File: src/rtl/clone_probe_if.sv
// PPU-side probe signals and verdict/status outputs of clone_probe.
interface clone_probe_if;
    logic       ppu_rd_in;
    logic       ppu_a13;
    logic       ppu_not_a13;
    logic       init_active;
    logic       detect_done;
    logic       new_dendy;
    logic       timeout;
    logic [7:0] mismatch_count;

    // Host side: drives the PPU bus view, observes the verdict.
    modport master (
        output ppu_rd_in,
        output ppu_a13,
        output ppu_not_a13,
        input  init_active,
        input  detect_done,
        input  new_dendy,
        input  timeout,
        input  mismatch_count
    );

    // Probe side: samples the PPU bus view, reports the verdict.
    modport slave (
        input  ppu_rd_in,
        input  ppu_a13,
        input  ppu_not_a13,
        output init_active,
        output detect_done,
        output new_dendy,
        output timeout,
        output mismatch_count
    );
endinterface

File: src/rtl/clone_probe.sv
// Power-on console probe: holds the CIRAM grounding window after reset, then
// samples PPU reads to decide whether the host drives /A13 as the complement
// of A13. A "new" famiclone (new_dendy=1) does not.
module clone_probe #(
    parameter int unsigned INIT_CYCLES        = 15,
    parameter int unsigned LOW_SAMPLES        = 2,
    parameter int unsigned HIGH_SAMPLES       = 2,
    parameter int unsigned MISMATCH_THRESHOLD = 1,
    parameter int unsigned TIMEOUT_CYCLES     = 65535
) (
    input  logic        m2,
    input  logic        reset,
    clone_probe_if.slave bus
);

    localparam int unsigned IW = (INIT_CYCLES > 0) ? $clog2(INIT_CYCLES + 1) : 1;
    localparam int unsigned TW = (TIMEOUT_CYCLES > 0) ? $clog2(TIMEOUT_CYCLES + 1) : 1;

    localparam logic [IW-1:0] INIT_LOAD = IW'(INIT_CYCLES);
    localparam logic [7:0]    LOW_MAX   = 8'(LOW_SAMPLES);
    localparam logic [7:0]    HIGH_MAX  = 8'(HIGH_SAMPLES);
    localparam logic [7:0]    MM_THR    = 8'(MISMATCH_THRESHOLD);
    localparam logic [TW-1:0] TO_LAST   = TW'(TIMEOUT_CYCLES - 1);
    localparam bit            TO_EN     = (TIMEOUT_CYCLES != 0);
    localparam bit            SKIP_INIT = (INIT_CYCLES == 0);

    typedef enum logic [1:0] {
        ST_INIT,
        ST_PROBE,
        ST_DONE
    } state_t;

    // Synchroniser stages
    logic rd_s1, rd_s2, rd_prev;
    logic a13_s1, a13_s2;
    logic na13_s1, na13_s2;

    logic read_event;
    logic sample_mismatch;

    // FSM state and counters
    state_t        state, state_nx;
    logic [IW-1:0] init_cnt, init_cnt_nx;
    logic [7:0]    low_cnt, low_nx, low_upd;
    logic [7:0]    high_cnt, high_nx, high_upd;
    logic [7:0]    mm_cnt, mm_nx, mm_upd;
    logic [TW-1:0] to_cnt, to_nx;
    logic          done_r, done_nx;
    logic          nd_r, nd_nx;
    logic          to_r, to_flag_nx;

    // Bring the asynchronous PPU signals into the m2 domain; rd idles high.
    always_ff @(posedge m2) begin
        if (reset) begin
            rd_s1   <= 1'b1;
            rd_s2   <= 1'b1;
            rd_prev <= 1'b1;
            a13_s1  <= 1'b0;
            a13_s2  <= 1'b0;
            na13_s1 <= 1'b0;
            na13_s2 <= 1'b0;
        end else begin
            rd_s1   <= bus.ppu_rd_in;
            rd_s2   <= rd_s1;
            rd_prev <= rd_s2;
            a13_s1  <= bus.ppu_a13;
            a13_s2  <= a13_s1;
            na13_s1 <= bus.ppu_not_a13;
            na13_s2 <= na13_s1;
        end
    end

    assign read_event      = ~rd_s2 & rd_prev;
    assign sample_mismatch = (a13_s2 == na13_s2);

    // State register, counters and registered verdict outputs.
    always_ff @(posedge m2) begin
        if (reset) begin
            if (SKIP_INIT) begin
                state <= ST_PROBE;
            end else begin
                state <= ST_INIT;
            end
            init_cnt <= INIT_LOAD;
            low_cnt  <= '0;
            high_cnt <= '0;
            mm_cnt   <= '0;
            to_cnt   <= '0;
            done_r   <= 1'b0;
            nd_r     <= 1'b0;
            to_r     <= 1'b0;
        end else begin
            state    <= state_nx;
            init_cnt <= init_cnt_nx;
            low_cnt  <= low_nx;
            high_cnt <= high_nx;
            mm_cnt   <= mm_nx;
            to_cnt   <= to_nx;
            done_r   <= done_nx;
            nd_r     <= nd_nx;
            to_r     <= to_flag_nx;
        end
    end

    // Next-state logic: grounding countdown, sample accumulation, verdict.
    always_comb begin
        state_nx    = state;
        init_cnt_nx = init_cnt;
        low_nx      = low_cnt;
        high_nx     = high_cnt;
        mm_nx       = mm_cnt;
        to_nx       = to_cnt;
        done_nx     = done_r;
        nd_nx       = nd_r;
        to_flag_nx  = to_r;

        // Candidate counter updates for this cycle's read event; only
        // committed while probing.
        low_upd  = low_cnt;
        high_upd = high_cnt;
        mm_upd   = mm_cnt;
        if (read_event && !a13_s2 && (low_cnt != LOW_MAX)) begin
            low_upd = low_cnt + 8'd1;
        end
        if (read_event && a13_s2 && (high_cnt != HIGH_MAX)) begin
            high_upd = high_cnt + 8'd1;
        end
        if (read_event && sample_mismatch && (mm_cnt != 8'hFF)) begin
            mm_upd = mm_cnt + 8'd1;
        end

        case (state)
            ST_INIT: begin
                if (init_cnt <= IW'(1)) begin
                    state_nx = ST_PROBE;
                end
                if (init_cnt != '0) begin
                    init_cnt_nx = init_cnt - IW'(1);
                end
            end
            ST_PROBE: begin
                low_nx  = low_upd;
                high_nx = high_upd;
                mm_nx   = mm_upd;
                if (TO_EN && (to_cnt != TO_LAST)) begin
                    to_nx = to_cnt + TW'(1);
                end
                // Verdict priority: mismatch, then sample completion, then timeout.
                if (mm_upd >= MM_THR) begin
                    state_nx = ST_DONE;
                    done_nx  = 1'b1;
                    nd_nx    = 1'b1;
                end else if ((low_upd == LOW_MAX) && (high_upd == HIGH_MAX)) begin
                    state_nx = ST_DONE;
                    done_nx  = 1'b1;
                end else if (TO_EN && (to_cnt == TO_LAST)) begin
                    state_nx   = ST_DONE;
                    done_nx    = 1'b1;
                    to_flag_nx = 1'b1;
                end
            end
            ST_DONE: begin
                state_nx = ST_DONE;
            end
            default: begin
                state_nx = ST_INIT;
            end
        endcase
    end

    assign bus.init_active    = (state == ST_INIT);
    assign bus.detect_done    = done_r;
    assign bus.new_dendy      = nd_r;
    assign bus.timeout        = to_r;
    assign bus.mismatch_count = mm_cnt;

endmodule

File: src/flat_wrapper.sv
// flat-port wrapper written by rule: the top's interface ports become plain ports
module clone_probe_flat 
#(
    parameter int unsigned INIT_CYCLES        = 15,
    parameter int unsigned LOW_SAMPLES        = 2,
    parameter int unsigned HIGH_SAMPLES       = 2,
    parameter int unsigned MISMATCH_THRESHOLD = 1,
    parameter int unsigned TIMEOUT_CYCLES     = 65535
)
  (m2, reset, bus_ppu_rd_in, bus_ppu_a13, bus_ppu_not_a13, bus_init_active, bus_detect_done, bus_new_dendy, bus_timeout, bus_mismatch_count);
  clone_probe_if bus_i ();
  input  logic m2;
  input  logic reset;
  input wire logic [$bits(bus_i.ppu_rd_in)-1:0] bus_ppu_rd_in;
  input wire logic [$bits(bus_i.ppu_a13)-1:0] bus_ppu_a13;
  input wire logic [$bits(bus_i.ppu_not_a13)-1:0] bus_ppu_not_a13;
  output wire logic [$bits(bus_i.init_active)-1:0] bus_init_active;
  output wire logic [$bits(bus_i.detect_done)-1:0] bus_detect_done;
  output wire logic [$bits(bus_i.new_dendy)-1:0] bus_new_dendy;
  output wire logic [$bits(bus_i.timeout)-1:0] bus_timeout;
  output wire logic [$bits(bus_i.mismatch_count)-1:0] bus_mismatch_count;
  assign bus_i.ppu_rd_in = bus_ppu_rd_in;
  assign bus_i.ppu_a13 = bus_ppu_a13;
  assign bus_i.ppu_not_a13 = bus_ppu_not_a13;
  assign bus_init_active = bus_i.init_active;
  assign bus_detect_done = bus_i.detect_done;
  assign bus_new_dendy = bus_i.new_dendy;
  assign bus_timeout = bus_i.timeout;
  assign bus_mismatch_count = bus_i.mismatch_count;
  clone_probe #(.INIT_CYCLES(INIT_CYCLES), .LOW_SAMPLES(LOW_SAMPLES), .HIGH_SAMPLES(HIGH_SAMPLES), .MISMATCH_THRESHOLD(MISMATCH_THRESHOLD), .TIMEOUT_CYCLES(TIMEOUT_CYCLES)) u_core (.m2(m2), .reset(reset), .bus(bus_i));
endmodule
File: config.mk
export PLATFORM = sky130hd
export DESIGN_NAME = clone_probe_flat
export DESIGN_NICKNAME = d
export VERILOG_FILES = /design/src/rtl/clone_probe_if.sv /design/src/rtl/clone_probe.sv /design/src/flat_wrapper.sv
export SDC_FILE = /design/constraint.sdc
export NUM_CORES = 1
export LEC_CHECK = 0
export BUFFER_PORTS_ARGS = -buffer_cell sky130_fd_sc_hd__buf_4
export CAP_MARGIN = 25
export CORE_MARGIN = 4
export CORE_UTILIZATION = 37
export CTS_CLUSTER_SIZE = 30
export DETAILED_ROUTE_END_ITERATION = 8
export PLACE_DENSITY_LB_ADDON = 0.25
export SLEW_MARGIN = 20
export SYNTH_ARGS = -nofsm -noshare
export SYNTH_HDL_FRONTEND = slang
export SYNTH_SLANG_ARGS = --single-unit
File: constraint.sdc
create_clock -name m2 -period 4.5 [get_ports m2]
set_input_delay 0.9 -clock m2 [delete_from_list [all_inputs] [get_ports m2]]
set_output_delay 0.9 -clock m2 [all_outputs]
set_load 0.005 [all_outputs]
## Word-level counts from Yosys, hierarchy flattened

Index checks and enable logic that the tools add are counted.
Widths: inputs -> output; s select.

- Register bits: 56
- Bits of input ports: 5
- Output and inout port bits: 12

- Add/subtract/negate cells: 5
- $lt $le $gt $ge: 2
- Eq/ne operators: 12
- Muxes and demuxes: 11
- Bitwise gates (word level): 4
- Reduce and logical (&&, ||, !) cells: 17

Operators with widths:

| kind | number |
|---|---|
| $add 8x1->8 const B | 3 |
| $mux 8 | 3 |
| $add 16x1->16 const B | 1 |
| $eq 16x16->1 const B | 1 |
| $eq 8x2->1 const B | 2 |
| $ne 16x16->1 const B | 1 |
| $ne 8x2->1 const B | 2 |
| $reduce_and 2->1 | 5 |
| $ge 8x1->1 const B | 1 |
| $mux 2 | 4 |
| $ne 8x8->1 const B | 1 |
| $logic_and 1x1->1 | 7 |
| $pmux 2 s3 | 1 |
| $le 4x1->1 const B | 1 |
| $ne 4x1->1 const B | 1 |
| $reduce_and 4->1 | 1 |
| $reduce_bool 4->1 | 1 |
| $sub 4x1->4 const B | 1 |
| $mux 1 | 3 |
| $not 1->1 | 3 |
| $reduce_bool 3->1 | 1 |
| $eq 2x1->1 const B | 1 |
| $eq 2x2->1 const B | 1 |
| $logic_not 2->1 | 1 |
| other kinds (4) | 4 |

## Longest topological paths before layout

Gate-level depths: netlist of run 1.

- Depth in word-level cells: 10
- Gate-level depth with buffers: 9
- Gate-level depth less buffers: 9

## Least setup slack after synthesis of run 1

Ideal clock, no wire load.

- Path type: reg2reg
- Start: reg u_core.high_cnt[2]
- End: reg u_core.state[0]
- Library setup time: 119 ps
- Arrival time: 2037 ps
- Required time: 4381 ps
- Slack: 2345 ps
- Stages on the path, launching flop included: 9
- Path buffers: 1
- Clock period less this slack: 2155 ps
- Cells stage by stage: dfxtp_1 > buf_6 > nor4_4 > a31oi_2 > a211o_1 > a2111oi_4 > nand4_2 > and2_1 > o221a_1

- Word-level cells in the longest chain between the ends: 8

Ends and longest elaborated chain:

| item | RTL line | text |
|---|---|---|
| start: declaration | clone_probe.sv:45 | `logic [7:0] high_cnt, high_nx, high_upd;` |
| start signal: assignment | clone_probe.sv:96 | `high_cnt <= high_nx;` |
| parallel branches: the longest is 2 deep, another holds $add 8x1->8 | -- |  |
| $mux 8 * | clone_probe.sv:125 | `if (read_event && a13_s2 && (high_cnt != HIGH_MAX)) begin` |
| $eq 8x2->1 * | clone_probe.sv:153 | `end else if ((low_upd == LOW_MAX) && (high_upd == HIGH_MAX)) begin` |
| $logic_and 1x1->1 * | clone_probe.sv:153 |  |
| $mux 2 | clone_probe.sv:153 |  |
| $mux 2 | clone_probe.sv:149 | `if (mm_upd >= MM_THR) begin` |
| $pmux 2 s3 | clone_probe.sv:132 | `case (state)` |
| end signal: assignment | clone_probe.sv:93 | `state <= state_nx;` |
| end: declaration | clone_probe.sv:42 | `state_t state, state_nx;` |

Mark *: on every way between the ends.
A chain may end at the register's enable or synchronous reset.

## Worst setup path after layout of run 1

- Start: reg u_core.state[1]
- End: reg u_core.to_cnt[15]

- Word-level cells in the longest chain between the ends: 2

Ends and longest elaborated chain:

| item | RTL line | text |
|---|---|---|
| $eq 2x1->1 | clone_probe.sv:132 |  |
| $reduce_and 2->1 (no line) | -- |  |
| end signal: assignment | clone_probe.sv:98 | `to_cnt <= to_nx;` |
| end: declaration | clone_probe.sv:47 | `logic [TW-1:0] to_cnt, to_nx;` |

No other way between the ends.

==> flow_summary.yaml, run 1 <==
hold_path:
  hold_depth: 1
  hold_end: "u_core.rd_s2$_SDFF_PP1_"
  worstHoldPathType: "flip-flop to flip-flop"
  hp-start: "u_core.rd_s1$_SDFF_PP1_"
synth:
  syn_avg_cell_area_um2: 8.53
  syn_area_mm2: 0.00301
  syn_inst: 353
  ys.flop_type: "dfxtp_1"
  synth-seq-area-share_pct: 37.2
  async_reset_ff_share_pct: 0
  yosysUniqueCellTypes: 51
  synth_edf_count: 0
  ys_ff_latch: 56
  synth_warnings: 0
  syn_nets: 369
cts:
  clk_latency_ns: 0.31
  cts.path.max_buffers: 2
  clk_pin_slew_ns: 0.10
  clockRootBuffer: "clkbuf_8"
  postCtsSetupBuffers: 0
  cts_resized: 0
  cts_tree: "done"
  cts_sinks: 56
  ctsHoldBuffers: 0
  cts_made_buffers: 5
  htreeDepth: 2
sta:
  fin_crit_ns: 2.41
  worst_pin_slew_ns: 0.702
  fin_skew_ns: 0.00518
  hold_viol: 0
  max_slew_margin_pct: 53.2
  setup-tns-final_ns: 0
  setup_ws_ns: 2.09
  drv_slew: 0
  fin_crit_sh_pct: 53.6
  setup_viol: 0
  rsz0062_at_grt: "no"
  fmax_mhz: 414
placement:
  numPlacedInstances: 457
  io_buffers: 16
  dp_hpwl_um: 3990
  placed_area_mm2: 0.00319
  place_ws_ns: 2.11
  gp_congestion: 0.825
power_and_ir_drop:
  switching_share_pct: 23.2
  total_power_uw: 812
  p_clk_share_pct: 34.3
  ir_drop_mv: 0.126
  p_seq_share_pct: 62.1
  power_density_mw_per_mm2: 248
  comb_power_share_pct: 3.6
  internal-power_uw: 624
  p_switching_uw: 189
  p_leak_uw: 0.00120
drt:
  avgViaCountPerCell: 5.23
  vias: 2430
  dr.pass1.iters: 4
  first_iter_violations: 107
  wl_um: 5750
  drc: 0
  drtAntennaViolNets: 0
  routedWlPerCell_um: 12.4
setup_path:
  critical_path_class: "flip-flop to flip-flop"
  cp.required_ns: 4.74
  critPathLaunchType: "flip-flop"
  arrival_ns: 2.66
  rrSetupSlack_ns: 2.09
  path_max_fanout: 18
  timing.rr.end: "u_core.to_cnt[15]$_SDFFE_PP0P_"
  rr_worst_depth: 6
  r2r-start: "u_core.state[1]$_SDFFE_PP0P_"
  crit_path_end_kind: "flip-flop"
floorplan:
  ios: 17
  row_count: 32
  die_w_um: 98.2
  core_region_area_mm2: 0.00781
  initial_core_util_pct: 38.6
  die_h_um: 98.2
  dieArea_mm2: 0.00965
flow_run:
  cap_violations: 0
layout:
  n_fill_cell: 799
  n_antenna_cell: 0
  final_cells: 465
  drive_gt1_share_pct: 11.0
  fin_nets: 378
  final-seq-area_mm2: 0.00112
  layout_commonest_cell: "dfxtp_1"
  syn_to_final_growth_pct: 8.77
  multi_input_area_mm2: 0.00176
  mostFrequentLayoutCells: "dfxtp_1, nor2_1, nand2_1, xor2_1, nand3_1"
  stdcell_area_mm2: 0.00328
global_routing:
  grt_pass1_vias: 2264
  grt_start_max_net_pins: 58
  grt_use_total_pct: 12.4
  antenna_found_initial: 0
  grt_remaining_overflow: 0
  grt_pass1_wl_um: 10200
run_status:
  status: "finished, final reports clean"
## critical path, stage by stage, from the launching register on
cell and delay, ns:
dfxtp_1 0.33, inv_1 0.07, ha_1 0.61, o21ai_1 0.28, or4_1 0.60, or3_1 0.33
a21oi_1 0.13
## power by group through the flow
stage / Sequential [uW] / Combinational [uW] / Clock (uW)
6_report: 504 / 29.5 / 278
5_1_grt: 505 / 33.9 / 315
4_1_cts: 505 / 30.3 / 293
3_5_place_dp: 516 / 30.3 / 0
3_3_place_gp: 516 / 29.4 / 0
2_1_floorplan: 515 / 22.9 / 0
## layout make-up
cell class / instances / area share (%)
clock buffers: 5 / 2.10
clock inverters: 3 / 0.649
inverters: 15 / 1.72
multi-input cells: 268 / 53.7
flip-flops and latches: 56 / 34.2
well taps: 102 / 3.90
repair buffers: 16 / 3.67
## Yosys cell counts (3+ instances only)
cell,number,area [um2]
dfxtp_1,56,1120
nor2_1,52,195
nand2_1,23,86.3
xor2_1,22,193
nand3_1,17,85.1
inv_1,15,56.3
nand4_1,15,93.8
a21oi_1,12,60.1
xnor2_1,12,105
ha_1,11,138
o21ai_0,11,55.1
or3_1,9,56.3
clkbuf_1,8,30.0
nor2b_1,8,50.1
mux2i_1,7,70.1
nand2b_1,7,43.8
a31oi_1,6,37.5
nor3_1,6,30.0
and3_1,5,31.3
or2_2,5,31.3
a211oi_1,4,30.0
a211o_1,3,26.3
nor4_1,3,18.8
## sequential cells by signal, summed over array words and instances, names as in the netlist, 2 cells and up
name                       cells
u_core.to_cnt                 16
u_core.bus.mismatch_count      8
u_core.high_cnt                8
u_core.low_cnt                 8
u_core.init_cnt                4
u_core.state                   2
## cells by family after synthesis
family,Yosys count,share of synthesized area (%)
AND/OR/NAND/NOR,165,29.1
flip-flops,56,37.2
AO/OA/AOI/OAI,50,12.2
XOR/XNOR,34,9.89
buffers and inverters,29,4.32
adder cells (fa/ha/maj),11,4.57
multiplexers,8,2.70
## layer usage
layer  vias up  routed length (um)  global-route usage, %
met4         0                  52                   3.05
met1      1141                2860                   16.7
met2        34                2630                   20.0
li1       1249                   -                      -
met3         6                 203                   2.93
met5         -                   0                      0
## metrics by stage
stage / util [%] / hold WS [ns]
2_1_floorplan: - / 0.389
3_3_place_gp: 40.8 / 0.407
3_5_place_dp: 40.8 / 0.422
4_1_cts: 42.0 / 0.448
5_1_grt: 42.0 / 0.465
6_report: 42.0 / 0.443
## worst max-delay path by stage
| stage | startpoint | endpoint | slack (ns) | cells after the start |
|---|---|---|---|---|
| after detailed placement | u_core.state[1]$_SDFFE_PP0P_ | u_core.to_cnt[13]$_SDFFE_PP0P_ | 2.11 | 6 |
| after floorplan | u_core.high_cnt[2]$_SDFFE_PP0P_ | u_core.state[0]$_SDFFE_PP0P_ | 2.34 | 8 |
| after CTS | u_core.state[1]$_SDFFE_PP0P_ | u_core.to_cnt[15]$_SDFFE_PP0P_ | 2.06 | 6 |
| after global placement | u_core.bus.mismatch_count[0]$_SDFFE_PP0P_ | u_core.state[0]$_SDFFE_PP0P_ | 2.13 | 8 |
| final | u_core.state[1]$_SDFFE_PP0P_ | u_core.to_cnt[15]$_SDFFE_PP0P_ | 2.09 | 6 |
| after global routing | u_core.state[1]$_SDFFE_PP0P_ | u_core.to_cnt[15]$_SDFFE_PP0P_ | 1.85 | 6 |
(Power assumes the default switching activity.)
==> run 2: changes to the inputs <==
==> constraint.sdc (replaced) <==
create_clock -name m2 -period 2 [get_ports m2]
set_input_delay 0.4 -clock m2 [delete_from_list [all_inputs] [get_ports m2]]
set_output_delay 0.4 -clock m2 [all_outputs]
set_load 0.005 [all_outputs]
==> run 2 against run 1 <==
Against the previous run:
- the flow now finishes with violations (setup timing)
- wire length up 16%
- final area up 20%
- via count up 9.2%
- global-route usage up 0.94 points
- first-iteration DRC count down 30%
- clock skew up 0.0016 ns
- critical path depth up 1
- flip-flop and latch count unchanged
- fmax up 9.4%
- sequential power up 130%
- critical endpoint is now u_core.state[1]$_SDFFE_PP0P_
- largest power group unchanged
- highest routed layer unchanged
==> flow_summary.yaml, run 2 (synthesized netlist as in run 1, its figures left out) <==
run_status:
  status: "finished with violations"
  violations: "setup timing"
floorplan:
  row_count: 32
  die_h_um: 98.2
  dieArea_mm2: 0.00965
  initial_core_util_pct: 38.6
  die_w_um: 98.2
  ios: 17
  core_region_area_mm2: 0.00781
cts:
  cts_tree: "done"
  clk_pin_slew_ns: 0.10
  ctsHoldBuffers: 0
  cts_sinks: 56
  htreeDepth: 2
  clk_latency_ns: 0.31
  cts_made_buffers: 5
  cts.path.max_buffers: 2
  clockRootBuffer: "clkbuf_8"
power_and_ir_drop:
  p_switching_uw: 428
  power_density_mw_per_mm2: 502
  comb_power_share_pct: 4.4
  internal-power_uw: 1540
  total_power_uw: 1970
  p_leak_uw: 0.00158
  switching_share_pct: 21.8
  p_clk_share_pct: 37.9
  p_seq_share_pct: 57.7
  ir_drop_mv: 0.240
setup_path:
  cp.required_ns: 2.24
  arrival_ns: 2.45
  critPathLaunchType: "flip-flop"
  rrSetupSlack_ns: -0.21
  critical_path_class: "flip-flop to flip-flop"
  crit_path_end_kind: "flip-flop"
  crit_end: "u_core.state[1]$_SDFFE_PP0P_"
  rr_worst_depth: 7
  cp-startpoint: "u_core.high_cnt[7]$_SDFFE_PP0P_"
  r2r-start: "u_core.high_cnt[7]$_SDFFE_PP0P_"
  timing.rr.end: "u_core.state[1]$_SDFFE_PP0P_"
  path_max_fanout: 4
drt:
  avgViaCountPerCell: 5.02
  wl_um: 6650
  dr.pass1.iters: 5
  vias: 2653
  drc: 0
  first_iter_violations: 75
  drtAntennaViolNets: 0
  routedWlPerCell_um: 12.6
global_routing:
  grt_remaining_overflow: 0
  grt_use_total_pct: 13.3
  grt_pass1_vias: 2496
  grt_pass1_wl_um: 11000
  grt_start_max_net_pins: 58
  antenna_found_initial: 0
sta:
  rsz0062_at_grt: "yes"
  fin_crit_sh_pct: 110
  hold_viol: 0
  worst_pin_slew_ns: 0.589
  fin_skew_ns: 0.00679
  setup_ws_ns: -0.207
  fmax_mhz: 453
  setup_viol: 4
  drv_slew: 0
  fin_crit_ns: 2.21
  max_slew_margin_pct: 60.7
layout:
  mostFrequentLayoutCells: "buf_4, nor2_1, dfxtp_1, nand2_1, xor2_1"
  layout_commonest_cell: "buf_4"
  utilization_pct: 50.3
  syn_to_final_growth_pct: 30.3
  multi_input_area_mm2: 0.00189
  fin_nets: 441
  final-seq-area_mm2: 0.00113
  largest_register_ffs: 16
  regMostFlops: "u_core.to_cnt"
  n_fill_cell: 737
  final_cells: 528
  n_antenna_cell: 0
  drive_gt1_share_pct: 30.8
placement:
  dp_hpwl_um: 4690
  numPlacedInstances: 512
  gp_congestion: 0.882
  io_buffers: 16
flow_run:
  cap_violations: 0
hold_path:
  worstHoldPathType: "input pin to flip-flop"
[run 2: cell types whose count changed in the layout (fill, tap and decap cells not counted), sizes merged]
cell and change:
buf +63, clkbuf +1, clkinvlp -1, inv -1, bufinv +1
[run 2: metal layers]
metal	vias up	routed length [um]	global-route usage, %
li1	1374	-	-
met1	1248	3120	17.2
met2	27	3350	23.1
met3	4	137	2.43
met4	0	42	2.84
met5	-	0	0
[run 2: through the flow]
stage                     worst slack (ns)  TNS, ns  instance area (um2)  hold WS [ns]
after floorplan                    -0.0871   -0.156                 3030         0.389
after global placement              -0.126   -0.387                 3620         0.421
after detailed placement            -0.215   -0.739                 3620         0.414
after CTS                           -0.187   -0.628                 3840         0.271
after global routing                -0.299    -1.29                 3930         0.261
final                               -0.207   -0.679                 3930         0.279
[run 2: cell type report]
type,count,share of cell area [%]
Clock inverter,2,0.893
Sequential cell,56,28.9
Tap cell,102,3.25
Timing Repair Buffer,79,15.4
Clock buffer,6,1.85
Inverter,15,1.43
Multi-Input combinational cell,268,48.2
[run 2: worst min path at each step]
stage                            startpoint                      end  slack [ns]  depth (start not counted)
floorplan           u_core.rd_s1$_SDFF_PP1_  u_core.rd_s2$_SDFF_PP1_        0.39                          1
global placement    u_core.rd_s1$_SDFF_PP1_  u_core.rd_s2$_SDFF_PP1_        0.42                          1
detailed placement  u_core.rd_s1$_SDFF_PP1_  u_core.rd_s2$_SDFF_PP1_        0.41                          1
CTS                           bus_ppu_rd_in  u_core.rd_s1$_SDFF_PP1_        0.27                          2
global route                  bus_ppu_rd_in  u_core.rd_s1$_SDFF_PP1_        0.26                          2
finish                        bus_ppu_rd_in  u_core.rd_s1$_SDFF_PP1_        0.28                          2
[run 2: worst max-delay path, stage by stage (launching register included)]
cell      delay (ns)
dfxtp_2         0.35
nor4_4          0.34
a31oi_4         0.15
or3b_1          0.41
a221oi_2        0.26
nand4_2         0.16
a31oi_2         0.27
mux2i_1         0.20
[run 2: power by group through the flow]
stage | Clock, uW | Combinational (uW) | Sequential, uW
floorplan | 0 | 53.1 | 1160
detailed placement | 0 | 80.0 | 1160
finish | 746 | 87.1 | 1140
CTS | 776 | 85.0 | 1140
global placement | 0 | 78.5 | 1160
global route | 820 | 95.3 | 1140
[run 2: timing repair]
action,CTS,global route
endpoints found under the setup margin,5,14
buffers inserted,7,3
resized for setup,17,15
gates cloned,0,0
pin swaps,5,7
